[config.mk]
export PLATFORM = sky130hd
export DESIGN_NAME = main_data_router
export DESIGN_NICKNAME = d
export VERILOG_FILES = /design/src/rtl/main_data_router.sv
export SDC_FILE = /design/constraint.sdc
export NUM_CORES = 1
export LEC_CHECK = 0
export ABC_CLOCK_PERIOD_IN_PS = 7200
export CORE_UTILIZATION = 51
export CTS_BUF_LIST = sky130_fd_sc_hd__clkbuf_4 sky130_fd_sc_hd__clkbuf_8 sky130_fd_sc_hd__clkbuf_16
export DETAILED_ROUTE_END_ITERATION = 12
export GPL_ROUTABILITY_DRIVEN = 0
export PLACE_DENSITY = 0.76
export SETUP_SLACK_MARGIN = 0.2
export SLEW_MARGIN = 20
export SYNTH_ARGS = -nofsm -noshare
export SYNTH_HDL_FRONTEND = slang
export SYNTH_SLANG_ARGS = --single-unit
[constraint.sdc]
create_clock -name clk -period 7.2 [get_ports clk]
set_clock_uncertainty 0.1 [all_clocks]
set_input_delay 1.08 -clock clk [delete_from_list [all_inputs] [get_ports clk]]
set_output_delay 1.08 -clock clk [all_outputs]
set_load 0.1 [all_outputs]
[src/rtl/main_data_router.sv]
// main_data_router: routes bit-reservoir FIFO bits to discard, scalefactor parser and Huffman decoder per granule/channel
// Ports: clk/rst (sync, active-high); fifo_sample_count, fifo_dout_v from the FWFT reservoir FIFO;
// si_valid_in, main_data_begin, mono, part2_3_length, sf_done from side info and the SF parser;
// res_discard_flag, sf_parser_flag, hf_decoder_flag pop the FIFO head; gr, ch, busy, frame_done, frame_skip status.
// Optional ROUTER_STATS_EN adds skip_count (saturating) and discard_total (wrapping).
module main_data_router #(
  parameter int NUM_GR = 2,
  parameter int NUM_CH = 2,
  parameter int CNT_W = 16,
  parameter int P23_W = 12,
  parameter int MDB_W = 9,
  localparam int GR_W = NUM_GR > 1 ? $clog2(NUM_GR) : 1,
  localparam int CH_W = NUM_CH > 1 ? $clog2(NUM_CH) : 1,
  localparam int N = NUM_GR * NUM_CH,
  localparam int IDX_W = N > 1 ? $clog2(N) : 1
) (
  input  logic clk,
  input  logic rst,
  input  logic [CNT_W-1:0] fifo_sample_count,
  input  logic fifo_dout_v,
  input  logic si_valid_in,
  input  logic [MDB_W-1:0] main_data_begin,
  input  logic mono,
  input  logic [N*P23_W-1:0] part2_3_length,
  input  logic [N-1:0] sf_done,
  output logic res_discard_flag,
  output logic sf_parser_flag,
  output logic hf_decoder_flag,
  output logic [GR_W-1:0] gr,
  output logic [CH_W-1:0] ch,
  output logic busy,
  output logic frame_done,
  output logic frame_skip
`ifdef ROUTER_STATS_EN
  ,
  output logic [15:0] skip_count,
  output logic [CNT_W-1:0] discard_total
`endif
);
  typedef enum logic [2:0] {IDLE, DISCARD, HOLD, SF, HUFF} state_t;
  state_t state_q, state_d;
  logic [GR_W-1:0] gr_q, gr_d;
  logic [CH_W-1:0] ch_q, ch_d;
  logic [CNT_W-1:0] disc_cnt_q, disc_cnt_d, num_disc_q, num_disc_d, need;
  logic [P23_W-1:0] bit_cnt_q, bit_cnt_d, target;
  logic [N*P23_W-1:0] p23_q, p23_d;
  logic mono_q, mono_d, frame_done_q, frame_done_d, frame_skip_q, frame_skip_d;
  logic [IDX_W-1:0] idx;
  logic adv, last, under;
  assign idx = IDX_W'(32'(gr_q) * NUM_CH + 32'(ch_q));
  assign target = p23_q[idx*P23_W +: P23_W];
  assign need = CNT_W'(main_data_begin) << 3;
  assign under = fifo_sample_count < need;
  assign last = gr_q == GR_W'(NUM_GR - 1) && (mono_q || ch_q == CH_W'(NUM_CH - 1));
  // a new side-info pulse suppresses all pops so no stray bit leaves the FIFO during the restart
  assign res_discard_flag = !si_valid_in && state_q == DISCARD && disc_cnt_q < num_disc_q;
  assign sf_parser_flag = !si_valid_in && state_q == SF && !sf_done[idx] && bit_cnt_q < target;
  assign hf_decoder_flag = !si_valid_in && state_q == HUFF && bit_cnt_q < target;
  assign gr = gr_q;
  assign ch = ch_q;
  assign busy = state_q != IDLE;
  assign frame_done = frame_done_q;
  assign frame_skip = frame_skip_q;
  always_comb begin
    state_d = state_q;
    gr_d = gr_q;
    ch_d = ch_q;
    p23_d = p23_q;
    mono_d = mono_q;
    num_disc_d = num_disc_q;
    frame_done_d = 1'b0;
    frame_skip_d = 1'b0;
    adv = 1'b0;
    disc_cnt_d = disc_cnt_q + CNT_W'(res_discard_flag && fifo_dout_v);
    bit_cnt_d = bit_cnt_q + P23_W'((sf_parser_flag || hf_decoder_flag) && fifo_dout_v);
    if (si_valid_in) begin
      p23_d = part2_3_length;
      mono_d = mono;
      gr_d = '0;
      ch_d = '0;
      disc_cnt_d = '0;
      bit_cnt_d = '0;
      frame_skip_d = state_q != IDLE || under;
      num_disc_d = under ? '0 : fifo_sample_count - need;
      state_d = under ? IDLE : fifo_sample_count != need ? DISCARD : HOLD;
    end else begin
      case (state_q)
        DISCARD: if (disc_cnt_d == num_disc_q) state_d = HOLD;
        HOLD: begin
          if (target == '0) adv = 1'b1;
          else if (32'(fifo_sample_count) >= 32'(target)) begin
            state_d = SF;
            bit_cnt_d = '0;
          end
        end
        // comparing the post-pop count lets the slot close on its final bit without an idle cycle
        SF: begin
          if (bit_cnt_d == target) adv = 1'b1;
          else if (sf_done[idx]) state_d = HUFF;
        end
        HUFF: if (bit_cnt_d == target) adv = 1'b1;
        default: ;
      endcase
      if (adv) begin
        bit_cnt_d = '0;
        frame_done_d = last;
        state_d = last ? IDLE : HOLD;
        if (!last) begin
          ch_d = (mono_q || ch_q == CH_W'(NUM_CH - 1)) ? '0 : ch_q + 1'b1;
          gr_d = (mono_q || ch_q == CH_W'(NUM_CH - 1)) ? gr_q + 1'b1 : gr_q;
        end
      end
    end
  end
  always_ff @(posedge clk) begin
    if (rst) begin
      state_q <= IDLE;
      gr_q <= '0;
      ch_q <= '0;
      disc_cnt_q <= '0;
      num_disc_q <= '0;
      bit_cnt_q <= '0;
      p23_q <= '0;
      mono_q <= 1'b0;
      frame_done_q <= 1'b0;
      frame_skip_q <= 1'b0;
    end else begin
      state_q <= state_d;
      gr_q <= gr_d;
      ch_q <= ch_d;
      disc_cnt_q <= disc_cnt_d;
      num_disc_q <= num_disc_d;
      bit_cnt_q <= bit_cnt_d;
      p23_q <= p23_d;
      mono_q <= mono_d;
      frame_done_q <= frame_done_d;
      frame_skip_q <= frame_skip_d;
    end
  end
`ifdef ROUTER_STATS_EN
  logic [15:0] skip_count_q, skip_count_d;
  logic [CNT_W-1:0] discard_total_q, discard_total_d;
  assign skip_count_d = skip_count_q + 16'(frame_skip_q && skip_count_q != '1);
  assign discard_total_d = discard_total_q + CNT_W'(res_discard_flag && fifo_dout_v);
  assign skip_count = skip_count_q;
  assign discard_total = discard_total_q;
  always_ff @(posedge clk) begin
    if (rst) begin
      skip_count_q <= '0;
      discard_total_q <= '0;
    end else begin
      skip_count_q <= skip_count_d;
      discard_total_q <= discard_total_d;
    end
  end
`endif
endmodule
==> run summary <==
Worst Path Max Fanout: 12
Hold Path Sink: p23_q[22]
Yosys top cell by area: dfxtp_1
GR peak layer: met2
top_reg_cell synth: dfxtp_1
Worst setup EP type: flip-flop
commonest cells after routing, fill and taps aside: dfxtp_1, nor2_1, clkdlybuf4s50_1
Hold Crit Class: flip-flop to flip-flop
flop2flop setup slack: 1090 ps
Sw Ratio: 29.0%
final setup vio count: 0
Max Buffers Root-to-Sink: 2
Vias: 5216
Syn Inst Count: 660
CTS Sinks: 100
Total Power: 0.00135 W
Initial Util: 53.2%
drt first-iter violations: 433
failing checks: design-rule violations
Peak Freq: 164 MHz
sequential share of the synthesized area: 32.5%
commonest non-fill, non-tap cell in the layout: dfxtp_1
number of I/O port buffers: 89
PwrDens: 181 nW/um2
Combinational Power Share: 20.0%
die height: 112 um
Syn. warnings: 0
CTS root buffer: clkbuf_16
Multi-input gate area: 3830 um2
Tightest Pin Transition: 976 ps
RSZ-0062 raised after global routing: false
Die Span X: 112 um
GRT met3 Usage: 5.17%
r2r endpoint: bit_cnt_q[8]
Reg-to-Reg Start: ch
Final Instance Area: 7450 um2
Final ANT Viol Nets: 0
WP data arrival: 6300 ps
Lkg Pwr: 3.21 nW
total gr overflow: 0
worst skew pair latency: 350 ps
post-synthesis async set-or-reset flop share: 0%
pre-CTS setup slack: 1200 ps
Fin. Hold Viols: 0
Layout Area Growth over Synthesis: 21.0%
pin count of the biggest net entering global routing: 53
internal power: 0.000959 W
Final Core Density: 64.4%
flops & latches, synth: 100
residual DRC count: 3
Setup TNS: 0 ps
max-slew violations: 0
Placed Area: 7150 um2
Tot GR Track Use: 26.7%
Max-cap violations: 0
met1 usage: 36.1%
synthesized area: 6150 um2
sequential share of power: 44.3%
1st-pass router iterations: 10
Worst VDD drop: 138 uV
Reg2Reg Depth: 22
ANT cells: 0
Synth cell types: 58
DR WL/cell: 17.9 um
first-pass GRT wire length: 26500 um
net switching power: 0.000392 W
critical path class: flip-flop to flip-flop
layout cell share with drive strength beyond 1: 5.91%
Setup Fix Bufs, Post-CTS: 0
Avg Cell Area, Syn: 9.33 um2
Fillers: 934
Register Area: 2000 um2
Die ar.: 12500 um2
critical path required time: 7390 ps
fin nets: 874
Worst slew margin: 34.7%
fin crit share: 84.9%
clock share of power: 35.6%
worst setup margin: 1090 ps
vias in the first global route: 5296
Hold Startpoint: p23_q[22]
I/O pin count: 90
Final min period: 6110 ps
main area contributors after synthesis: dfxtp_1, ha_1, mux2i_1
Post-synth EDFFs: 0
Routed WL: 15900 um
area share of the largest cell type after synthesis: 32.5%
CP Launch Type: flip-flop
initial antenna violation count: 0
Clock transition at path regs: 70 ps
CTS Buf Count: 9
CTS Hold Bufs: 0
Avg Vias per Cell: 5.87
row cnt: 39
CTS tree: built
DP Wirelength: 12100 um
Placeable Area: 11600 um2
outcome: finished, violations left
Mapped Nets: 794
met2 usage: 43.4%
Max H-tree Level: 3
Post-CTS Resized: 0
number of cells on the worst hold path: 2
[Yosys cell counts (5+ instances only)]
| cell type | count |
|---|---|
| inv_1 | 54 |
| nor3_1 | 14 |
| mux2i_1 | 51 |
| a21oi_1 | 20 |
| nor2b_1 | 5 |
| a22o_1 | 16 |
| and3_1 | 7 |
| xnor3_1 | 8 |
| o21ai_0 | 5 |
| mux4_2 | 13 |
| and2_1 | 14 |
| a21o_1 | 18 |
| ha_1 | 51 |
| clkbuf_1 | 17 |
| nor2_1 | 90 |
| nor4_1 | 10 |
| o21ai_1 | 9 |
| nand4_1 | 13 |
| nand2_1 | 19 |
| xnor2_1 | 37 |
| a21boi_1 | 6 |
| nand3_1 | 12 |
| xor2_1 | 16 |
| dfxtp_1 | 100 |
[per-layer routing]
metal / vias to the layer above / wire length [um]
met2: 226 / 7300
met4: 0 / 272
li1: 2489 / -
met1: 2474 / 7320
met5: - / 0
met3: 27 / 992
[stage by stage]
step | hold WS [ps] | cells
final | 403 | 888
after floorplan | 349 | 660
after CTS | 405 | 888
after global placement | 367 | 872
after detailed placement | 378 | 872
after global routing | 427 | 888
[registers in the layout, indices dropped and copies added (netlist names)]
name,flops
p23_q,48
disc_cnt_q,16
num_disc_q,16
bit_cnt_q,12
state_q,3
ch,1
frame_done,1
frame_skip,1
gr,1
mono_q,1
[area by class of cell]
type / instances / share of cell area [%]
clock buffer: 9 / 3.02
clock inverter: 7 / 0.924
inverter: 56 / 2.84
multi-input combinational: 478 / 51.4
sequential: 100 / 26.9
tap: 143 / 2.40
timing repair buffer: 95 / 12.5
[critical path, cell delays in order, from the launching register on]
cell and delay, ps:
dfxtp_1 540, mux4_2 620, inv_1 110, ha_1 230, a21boi_1 130, o21a_1 170
o21a_1 170, o2111ai_1 180, a21boi_1 90, o21ai_1 160, a21oi_1 130, nor3_1 240
ha_1 220, ha_1 230, nand3_1 200, nor4_1 440, xnor3_1 300, and2_1 190
and4_1 190, o21ai_1 320, nand4_2 230, a211oi_2 620, and2_1 230
[how the worst max path moves through the flow]
stage | start | to
floorplan | ch | hf_decoder_flag
global placement | ch | bit_cnt_q[4]
detailed placement | ch | bit_cnt_q[6]
CTS | ch | bit_cnt_q[8]
global route | ch | bit_cnt_q[11]
finish | ch | bit_cnt_q[8]
[power groups by stage]
stage / sequential (W) / combinational (W) / clock [W]
finish: 0.000598 / 0.000271 / 0.000481
global route: 0.000602 / 0.000295 / 0.000515
floorplan: 0.000606 / 0.000173 / 0
CTS: 0.000598 / 0.000268 / 0.000484
global placement: 0.000610 / 0.000258 / 0
detailed placement: 0.000611 / 0.000265 / 0
[kinds of logic (layout without fill, tap and decap cells)]
kind of cell / count (synthesis) / in the layout / share of synthesized area, %
simple gates: 198 / 198 / 15.6
fa+ha+maj: 52 / 52 / 10.7
mux: 64 / 64 / 13.1
buf+inv: 82 / 167 / 5.37
flops: 100 / 100 / 32.5
xor+xnor: 61 / 61 / 10.5
compound gates: 103 / 103 / 12.3
No activity file was read; power rests on OpenSTA's default activity.
